**src/rtl/traffic_pkg.sv**
```systemverilog
// Shared light and fault encodings for the traffic light monitor.
package traffic_pkg;

    localparam logic [1:0] LIGHT_RED     = 2'b00;
    localparam logic [1:0] LIGHT_YELLOW  = 2'b01;
    localparam logic [1:0] LIGHT_GREEN   = 2'b10;
    localparam logic [1:0] LIGHT_ILLEGAL = 2'b11;

    localparam logic [2:0] FLT_NONE          = 3'd0;
    localparam logic [2:0] FLT_CONFLICT      = 3'd1;
    localparam logic [2:0] FLT_ILLEGAL_CODE  = 3'd2;
    localparam logic [2:0] FLT_ILLEGAL_TRANS = 3'd3;
    localparam logic [2:0] FLT_SHORT_DWELL   = 3'd4;
    localparam logic [2:0] FLT_STUCK         = 3'd5;

    typedef struct packed {
        logic       valid;
        logic [2:0] code;
        logic       road;
    } fault_rec_t;

    function automatic fault_rec_t mk_fault(input logic [2:0] code, input logic road);
        fault_rec_t f;
        f.valid = 1'b1;
        f.code  = code;
        f.road  = road;
        return f;
    endfunction

    // Normal phase order is green -> yellow -> red -> green.
    function automatic logic legal_step(input logic [1:0] from_code, input logic [1:0] to_code);
        return ((from_code == LIGHT_GREEN)  && (to_code == LIGHT_YELLOW)) ||
               ((from_code == LIGHT_YELLOW) && (to_code == LIGHT_RED))    ||
               ((from_code == LIGHT_RED)    && (to_code == LIGHT_GREEN));
    endfunction

endpackage

```
**src/rtl/light_dwell_tracker.sv**
```systemverilog
// Per-road previous-code and dwell tracking with per-road violation flags.
// Stuck detection is compiled in only with TRAFFIC_MON_STUCK_CHECK_EN.
module light_dwell_tracker
    import traffic_pkg::*;
#(
    parameter int unsigned MIN_GREEN  = 8,
    parameter int unsigned MIN_YELLOW = 8,
    parameter int unsigned MAX_DWELL  = 64,
    parameter int unsigned CNT_W      = 8
) (
    input  logic       clk,
    input  logic       reset,
    input  logic [1:0] light,
    input  logic       relax,
    output logic       illegal_code,
    output logic       illegal_trans,
    output logic       short_dwell,
    output logic       stuck
);

    localparam logic [CNT_W-1:0] DWELL_MAX = CNT_W'(MAX_DWELL);
    localparam logic [CNT_W-1:0] MIN_G     = CNT_W'(MIN_GREEN);
    localparam logic [CNT_W-1:0] MIN_Y     = CNT_W'(MIN_YELLOW);

    logic [1:0]       prev;
    logic [CNT_W-1:0] dwell;
    logic [CNT_W-1:0] dwell_nxt;
    logic             changed;

    always_comb begin
        changed = (light != prev);
        if (changed)
            dwell_nxt = CNT_W'(1);
        else if (dwell >= DWELL_MAX)
            dwell_nxt = DWELL_MAX;
        else
            dwell_nxt = dwell + CNT_W'(1);
    end

    always_ff @(posedge clk or posedge reset) begin
        if (reset) begin
            prev  <= LIGHT_RED;
            dwell <= '0;
        end else begin
            prev  <= light;
            dwell <= dwell_nxt;
        end
    end

    assign illegal_code  = (light == LIGHT_ILLEGAL);
    assign illegal_trans = changed && !relax && !legal_step(prev, light);
    assign short_dwell   = changed && !relax &&
                           (((prev == LIGHT_GREEN)  && (dwell < MIN_G)) ||
                            ((prev == LIGHT_YELLOW) && (dwell < MIN_Y)));

`ifdef TRAFFIC_MON_STUCK_CHECK_EN
    // Fires only on the sample where the count first arrives at the ceiling.
    assign stuck = (dwell_nxt == DWELL_MAX) && (changed || (dwell != DWELL_MAX));
`else
    assign stuck = 1'b0;
`endif

endmodule

```
**src/rtl/traffic_light_monitor.sv**
```systemverilog
// Passive intersection light-bus checker with a sticky first-fault latch.
// Optional stuck-code check is enabled by defining TRAFFIC_MON_STUCK_CHECK_EN.
module traffic_light_monitor
    import traffic_pkg::*;
#(
    parameter int unsigned MIN_GREEN  = 8,
    parameter int unsigned MIN_YELLOW = 8,
    parameter int unsigned MAX_DWELL  = 64,
    parameter int unsigned CNT_W      = 8
) (
    input  logic       clk,
    input  logic       reset,
    input  logic       emergency,
    input  logic [1:0] lightA,
    input  logic [1:0] lightB,
    input  logic       clear,
    output logic       fault,
    output logic [2:0] fault_code,
    output logic       fault_road
);

    logic       emergency_d;
    logic       relax;
    logic       a_code, a_trans, a_short, a_stuck;
    logic       b_code, b_trans, b_short, b_stuck;
    fault_rec_t viol_c;
    fault_rec_t viol_q;

    assign relax = emergency || emergency_d;

    light_dwell_tracker #(
        .MIN_GREEN (MIN_GREEN),
        .MIN_YELLOW(MIN_YELLOW),
        .MAX_DWELL (MAX_DWELL),
        .CNT_W     (CNT_W)
    ) u_road_a (
        .clk          (clk),
        .reset        (reset),
        .light        (lightA),
        .relax        (relax),
        .illegal_code (a_code),
        .illegal_trans(a_trans),
        .short_dwell  (a_short),
        .stuck        (a_stuck)
    );

    light_dwell_tracker #(
        .MIN_GREEN (MIN_GREEN),
        .MIN_YELLOW(MIN_YELLOW),
        .MAX_DWELL (MAX_DWELL),
        .CNT_W     (CNT_W)
    ) u_road_b (
        .clk          (clk),
        .reset        (reset),
        .light        (lightB),
        .relax        (relax),
        .illegal_code (b_code),
        .illegal_trans(b_trans),
        .short_dwell  (b_short),
        .stuck        (b_stuck)
    );

    // Priority encode: fault class first, then road A over road B.
    always_comb begin
        viol_c = '0;
        if ((lightA != LIGHT_RED) && (lightB != LIGHT_RED))
            viol_c = mk_fault(FLT_CONFLICT, 1'b0);
        else if (a_code)  viol_c = mk_fault(FLT_ILLEGAL_CODE, 1'b0);
        else if (b_code)  viol_c = mk_fault(FLT_ILLEGAL_CODE, 1'b1);
        else if (a_trans) viol_c = mk_fault(FLT_ILLEGAL_TRANS, 1'b0);
        else if (b_trans) viol_c = mk_fault(FLT_ILLEGAL_TRANS, 1'b1);
        else if (a_short) viol_c = mk_fault(FLT_SHORT_DWELL, 1'b0);
        else if (b_short) viol_c = mk_fault(FLT_SHORT_DWELL, 1'b1);
        else if (a_stuck) viol_c = mk_fault(FLT_STUCK, 1'b0);
        else if (b_stuck) viol_c = mk_fault(FLT_STUCK, 1'b1);
    end

    // Violations are staged one cycle, then latched; a staged violation beats clear.
    always_ff @(posedge clk or posedge reset) begin
        if (reset) begin
            emergency_d <= 1'b0;
            viol_q      <= '0;
            fault       <= 1'b0;
            fault_code  <= FLT_NONE;
            fault_road  <= 1'b0;
        end else begin
            emergency_d <= emergency;
            viol_q      <= viol_c;
            if (viol_q.valid && (!fault || clear)) begin
                fault      <= 1'b1;
                fault_code <= viol_q.code;
                fault_road <= viol_q.road;
            end else if (clear) begin
                fault      <= 1'b0;
                fault_code <= FLT_NONE;
                fault_road <= 1'b0;
            end
        end
    end

endmodule

```
**config.mk**
```make
export PLATFORM = sky130hd
export DESIGN_NAME = traffic_light_monitor
export DESIGN_NICKNAME = d
export VERILOG_FILES = /design/src/rtl/traffic_pkg.sv /design/src/rtl/light_dwell_tracker.sv /design/src/rtl/traffic_light_monitor.sv
export SDC_FILE = /design/constraint.sdc
export NUM_CORES = 1
export LEC_CHECK = 0
export ABC_CLOCK_PERIOD_IN_PS = 2400
export CORE_ASPECT_RATIO = 0.9
export CORE_UTILIZATION = 25
export DETAILED_ROUTE_END_ITERATION = 10
export PLACE_DENSITY = 0.44
export SLEW_MARGIN = 20
export SYNTH_ARGS = -nofsm -noshare
export SYNTH_HDL_FRONTEND = slang
export SYNTH_SLANG_ARGS = --single-unit
```
**constraint.sdc**
```tcl
create_clock -name clk -period 2.4 [get_ports clk]
set_input_delay 0.48 -clock clk [delete_from_list [all_inputs] [get_ports clk]]
set_output_delay 0.48 -clock clk [all_outputs]
set_load 0.05 [all_outputs]
```
==> metrics.txt, run 1 <==
antenna cells=0; commonest non-fill, non-tap cells in the layout=dfrtp_1, nor2_1, clkdlybuf4s50_1, nand3_1, xnor2_1; Placed Cells=210; DPL Wire Length=1840 um; max-cap viol count=0; Seq. cell area=776 sq um; crit path kind=reg2out; Worst Setup Start Kind=flop; post-CTS sizing=0; hold slack final=0.447 ns; Clock transition at path regs=0.06 ns; DR pass1 iterations=4; CTS max path bufs=2; grt ovf=0; fmax=520 MHz; via count=986; Buf/Inv on CP=1; TritonCTS sink count=31; Area Growth Syn to Fin=20.3%; Rows=25; drt wl/cell=11.5 um; slowest CP cell=clkdlybuf4s50_1; # hold bufs at CTS=0; RSZ-0062 raised after global routing=no; VDD IR max=0.298 mV; Initial Utilization=0.265; CTS tree=built; vias in the first global route=1054; buffers inserted by post-CTS timing repair=0; Max FO, Critical Path=3; flop2flop setup slack=0.94 ns; Final Max Slew Viols=0; initial antenna violation count=0; area of the multi-input gates=624 sq um; WP data arrival=1.44 ns; Leak=0.745 nW; GRT Total Usage=0.102; clk_lat worst skew=0.27 ns; CP max stage delay=0.81 ns; Layout Cells excl Fill=218; CP top delay family=buffers and inverters; # DRC=0; Seq cells post-synth=31; endpoints failing setup=0; share of cells above drive strength 1=0.0927; Reg2Reg Launch Point=u_road_b.prev[1]; reg2reg end=viol_q[1]; core area=0.00535 sq mm; htree depth=2; clock skew=0.00301 ns; Die Width=81.4 um; post-DR vias/cell=4.52; Netlist cell types=30; Worst Path Required=1.92 ns; CTS root buf=clkbuf_8; Detail Route Antenna Nets=0; fillers=532; Die Span Y=73.5 um; fin util=0.319; CTS Buf Count=5; most common cell after layout, fill and taps aside=dfrtp_1; gpl congestion=0.770; syn_area_per_cell=10.9 sq um; hold_sp=u_road_b.dwell[7]; first-pass GRT wire length=4530 um; Port Buffers=12; P per Cell Area=653 mW/mm^2; cell count of the worst reg-to-reg path=5; register area share after synthesis=0.546; Final Net Count=160; Hold Path Class=reg2reg; final wirelength=2520 um; Hold Crit Endpoint=u_road_b.dwell[0]; Min Clock Period, post-route=1.92 ns; Tcrit/Tclk final=0.801; largest net degree at the start of global routing=32; cell count after synthesis=130; Die ar.=0.00599 sq mm; sum of negative setup slack=0 ns; Post-Syn Area=0.00142 sq mm; status=finished, final reports clean; yosys warns=0; Critical Path End Type=output port; # IOs=13; Iter 0 DRT Violations=30; CP Cell Sequence=clkdlybuf4s50_1; hold-critical path depth=1; endpoints failing hold=0
==> synthesized netlist by cell type <==
library cell | n | area [sq um]
o31ai_1 | 2 | 15.0
inv_1 | 2 | 7.51
buf_6 | 1 | 11.3
xor2_1 | 5 | 43.8
a21bo_2 | 1 | 10.0
nand2b_1 | 7 | 43.8
and3_1 | 8 | 50.1
nor3_1 | 3 | 15.0
o211ai_4 | 1 | 21.3
a21o_1 | 1 | 7.51
ha_1 | 2 | 25.0
buf_2 | 1 | 5.00
nand3_2 | 1 | 10.0
nand3_1 | 10 | 50.1
conb_1 | 1 | 3.75
a2bb2oi_1 | 1 | 8.76
and2_1 | 1 | 6.26
a21oi_1 | 3 | 15.0
o21ai_1 | 1 | 5.00
a31oi_1 | 1 | 6.26
xnor2_1 | 10 | 87.6
nand2_1 | 4 | 15.0
dfrtp_1 | 31 | 776
a22o_1 | 6 | 52.6
a21boi_0 | 3 | 22.5
o22ai_1 | 1 | 6.26
nor3_2 | 1 | 10.0
nor2_1 | 19 | 71.3
o211ai_2 | 1 | 12.5
or2_2 | 1 | 6.26
==> worst reg2reg max path, delay by kind of cell, from the launching register on <==
kind | cells | cell delay, ns
AO/OA/AOI/OAI | 4 | 0.76
flip-flops | 1 | 0.43
AND/OR/NAND/NOR | 1 | 0.19
==> through the flow <==
stage          total power [mW]  cell area (sq um)  setup slack, ns
6_report                   1.12               1710            0.478
3_5_place_dp              0.754               1630            0.221
4_1_cts                    1.14               1710            0.460
3_3_place_gp              0.750               1630            0.282
5_1_grt                    1.19               1710            0.358
2_1_floorplan             0.697               1420            0.876
==> worst max-delay path by stage <==
stage | from | end | slack [ns] | depth (start not counted)
finish | fault | fault | 0.48 | 1
global route | lightA[1] | viol_q[1] | 0.36 | 6
CTS | fault_code[1] | fault_code[1] | 0.46 | 1
detailed placement | lightA[1] | viol_q[1] | 0.22 | 6
global placement | lightA[0] | viol_q[0] | 0.28 | 6
floorplan | lightB[1] | viol_q[2] | 0.88 | 6
==> area by class of cell <==
type	count	share of cell area
Clock buffer	7	0.0447
Clock inverter	1	0.00293
Inverter	2	0.00440
Multi-Input combinational cell	96	0.366
Sequential cell	31	0.454
Tap cell	67	0.0491
Timing Repair Buffer	14	0.0791
==> flip-flops by register name, summed over array words and instances, names as in the netlist <==
register and count:
fault_road 1, u_road_a.dwell 8, emergency_d 1, u_road_b.prev 2, fault 1, u_road_a.prev 2
fault_code 3, viol_q 5, u_road_b.dwell 8
==> per-layer routing <==
layer / share of wire / vias up / global-route usage
met5: 0 / - / 0
li1: - / 489 / -
met2: 0.49 / 21 / 0.175
met1: 0.45 / 467 / 0.110
met3: 0.043 / 9 / 0.0311
met4: 0.021 / 0 / 0.0635
==> where the power goes <==
group	leakage [nW]	internal, mW	total (mW)	switching (mW)
combinational	0.312	0.0692	0.168	0.0991
sequential	0.391	0.553	0.573	0.0206
clock	0.0422	0.203	0.374	0.171
==> logic make-up (layout without fill, tap and decap cells) <==
| kind of cell | after synthesis | after routing | synth area share |
|---|---|---|---|
| and+or+nand+nor | 55 | 55 | 0.196 |
| adders and majority gates | 2 | 2 | 0.0176 |
| other | 1 | 2 | 0.00264 |
| buffers and inverters | 4 | 24 | 0.0167 |
| AOI/OAI and AO/OA | 22 | 22 | 0.129 |
| DFF | 31 | 31 | 0.546 |
| xor gates and xnor gates | 15 | 15 | 0.0925 |
No activity file was read; power rests on OpenSTA's default activity.
==> run 2, diff against run 1 <==
Settings changed: ABC_CLOCK_PERIOD_IN_PS 2400 to 1800.
Clock period 2.4 ns to 1.8 ns, I/O delays scaled along.
==> metrics.txt, run 2 (synthesis results as in run 1) <==
post-CTS sizing=0 (unchanged); Final Max Slew Viols=0 (unchanged); Critical Path End Type=flop; final wirelength=2470 um (-1.7%); Area Growth Syn to Fin=26.2%; Min Clock Period, post-route=1.60 ns; status=finished, final reports clean; first-pass GRT wire length=4520 um (-0.15%); commonest non-fill, non-tap cells in the layout=dfrtp_1, nor2_1, buf_4, nand3_1, xnor2_1; # hold bufs at CTS=0 (unchanged); Clock transition at path regs=0.06 ns (about the same); CTS Buf Count=5 (unchanged); Layout Cells excl Fill=226 (+3.7%); initial antenna violation count=0 (unchanged); antenna cells=0 (unchanged); Buf/Inv on CP=1 (unchanged); drt wl/cell=10.9 um (-5.2%); clk_lat worst skew=0.27 ns (about the same); post-DR vias/cell=4.33 (-4.2%); CTS max path bufs=2 (unchanged); Max FO, Critical Path=6 (+3); Die ar.=0.00599 sq mm (unchanged); # IOs=13 (unchanged); total power=1.70 mW (+52%); VDD IR max=0.445 mV (+49%); Detail Route Antenna Nets=0 (unchanged); CP top delay family=compound AO/OA/AOI/OAI gates; endpoints failing hold=0 (unchanged); Die Span Y=73.5 um (unchanged); GRT Total Usage=0.102 (-0.000636); Worst Path Required=1.97 ns (+0.05 ns); most common cell after layout, fill and taps aside=dfrtp_1; htree depth=2 (unchanged); Final Net Count=168 (+5.0%); core area=0.00535 sq mm (unchanged); fmax=627 MHz; CP Cell Sequence=clkdlybuf4s50_1 > nand2b_1 > xnor2_1 > o211ai_2 > nand3_2 > a22o_1; CTS tree=built; clock skew=0.00539 ns (+0.00238 ns); CP max stage delay=0.47 ns (-0.34 ns); buffers inserted by post-CTS timing repair=0 (unchanged); Leak=0.810 nW (+8.6%); Rows=25 (unchanged); fillers=542 (+1.9%); gpl congestion=0.754 (-2.0%); P per Cell Area=948 mW/mm^2 (+45%); Worst Setup Start Kind=primary input; Hold Path Class=reg2reg; DR pass1 iterations=4 (unchanged); grt ovf=0 (unchanged); slowest CP cell=clkdlybuf4s50_1; endpoints failing setup=0 (unchanged); placed inst area=0.00167 sq mm (+2.9%); max-cap viol count=0 (unchanged); share of cells above drive strength 1=0.182 (+0.0897); sum of negative setup slack=0 ns (unchanged); Die Width=81.4 um (unchanged); Largest regs=u_road_a.dwell: 8 flops, u_road_b.dwell: 8 flops, viol_q: 5 flops; Layout Cell Area excl Fill=0.00179 sq mm (+4.9%); hold slack final=0.441 ns (-0.00636 ns); # DRC=0 (unchanged); vias in the first global route=986 (-6.5%); Placed Cells=218 (+3.8%); RSZ-0062 raised after global routing=no; crit path kind=in2reg; Initial Utilization=0.265 (unchanged); Tcrit/Tclk final=0.886; Iter 0 DRT Violations=31 (+3.3%); TritonCTS sink count=31 (unchanged); CTS root buf=clkbuf_8; via count=979 (-0.71%); Port Buffers=12 (unchanged); WP data arrival=1.76 ns (+0.32 ns); DPL Wire Length=1800 um (-2.4%); largest net degree at the start of global routing=32 (unchanged)
## run 2: area by class of cell
type	instances	area, sq um	share of cell area
clock buffers	6	82.6	0.0461
clock inverters	2	35.0	0.0196
inverters	2	7.51	0.00419
multi-input cells	96	624	0.348
flip-flops and latches	31	776	0.433
well taps	67	83.8	0.0468
repair buffers	22	183	0.102
## run 2: stage by stage
step | util | setup WS, ns
after global routing | 0.335 | 0.0605
final | 0.335 | 0.204
after floorplan | - | 0.396
after CTS | 0.335 | 0.195
after global placement | 0.313 | -0.0877
after detailed placement | 0.313 | -0.106
## run 2: final timing paths
kind | start | to | slack, ns | cells after the start
max | lightB[1] | viol_q[2] | 0.20 | 6
min | u_road_b.dwell[7] | u_road_b.dwell[0] | 0.44 | 1
max reg2reg | u_road_b.prev[1] | viol_q[1] | 0.40 | 5
min reg2reg | u_road_b.dwell[7] | u_road_b.dwell[0] | 0.44 | 1
max in group asynchronous | reset | viol_q[3] | 1.06 | 3
min in group asynchronous | reset | emergency_d | 0.46 | 3
## run 2: worst register-to-register path: stages, from the launching register on
cell and delay, ns:
dfrtp_1 0.43, and3_1 0.18, o21ai_1 0.14, o211ai_2 0.17
a21boi_0 0.22, a2bb2oi_1 0.18
## run 2: power breakdown
group	internal, mW	switching [mW]
clock network	0.447	0.252
logic	0.102	0.134
registers	0.737	0.0264
total	1.29	0.412
## run 2: metal layers
layer,wire [um],vias up,global-route usage
li1,-,505,-
met1,1230,457,0.138
met2,1100,12,0.148
met3,119,5,0.0398
met4,21,0,0.0298
met5,0,-,0
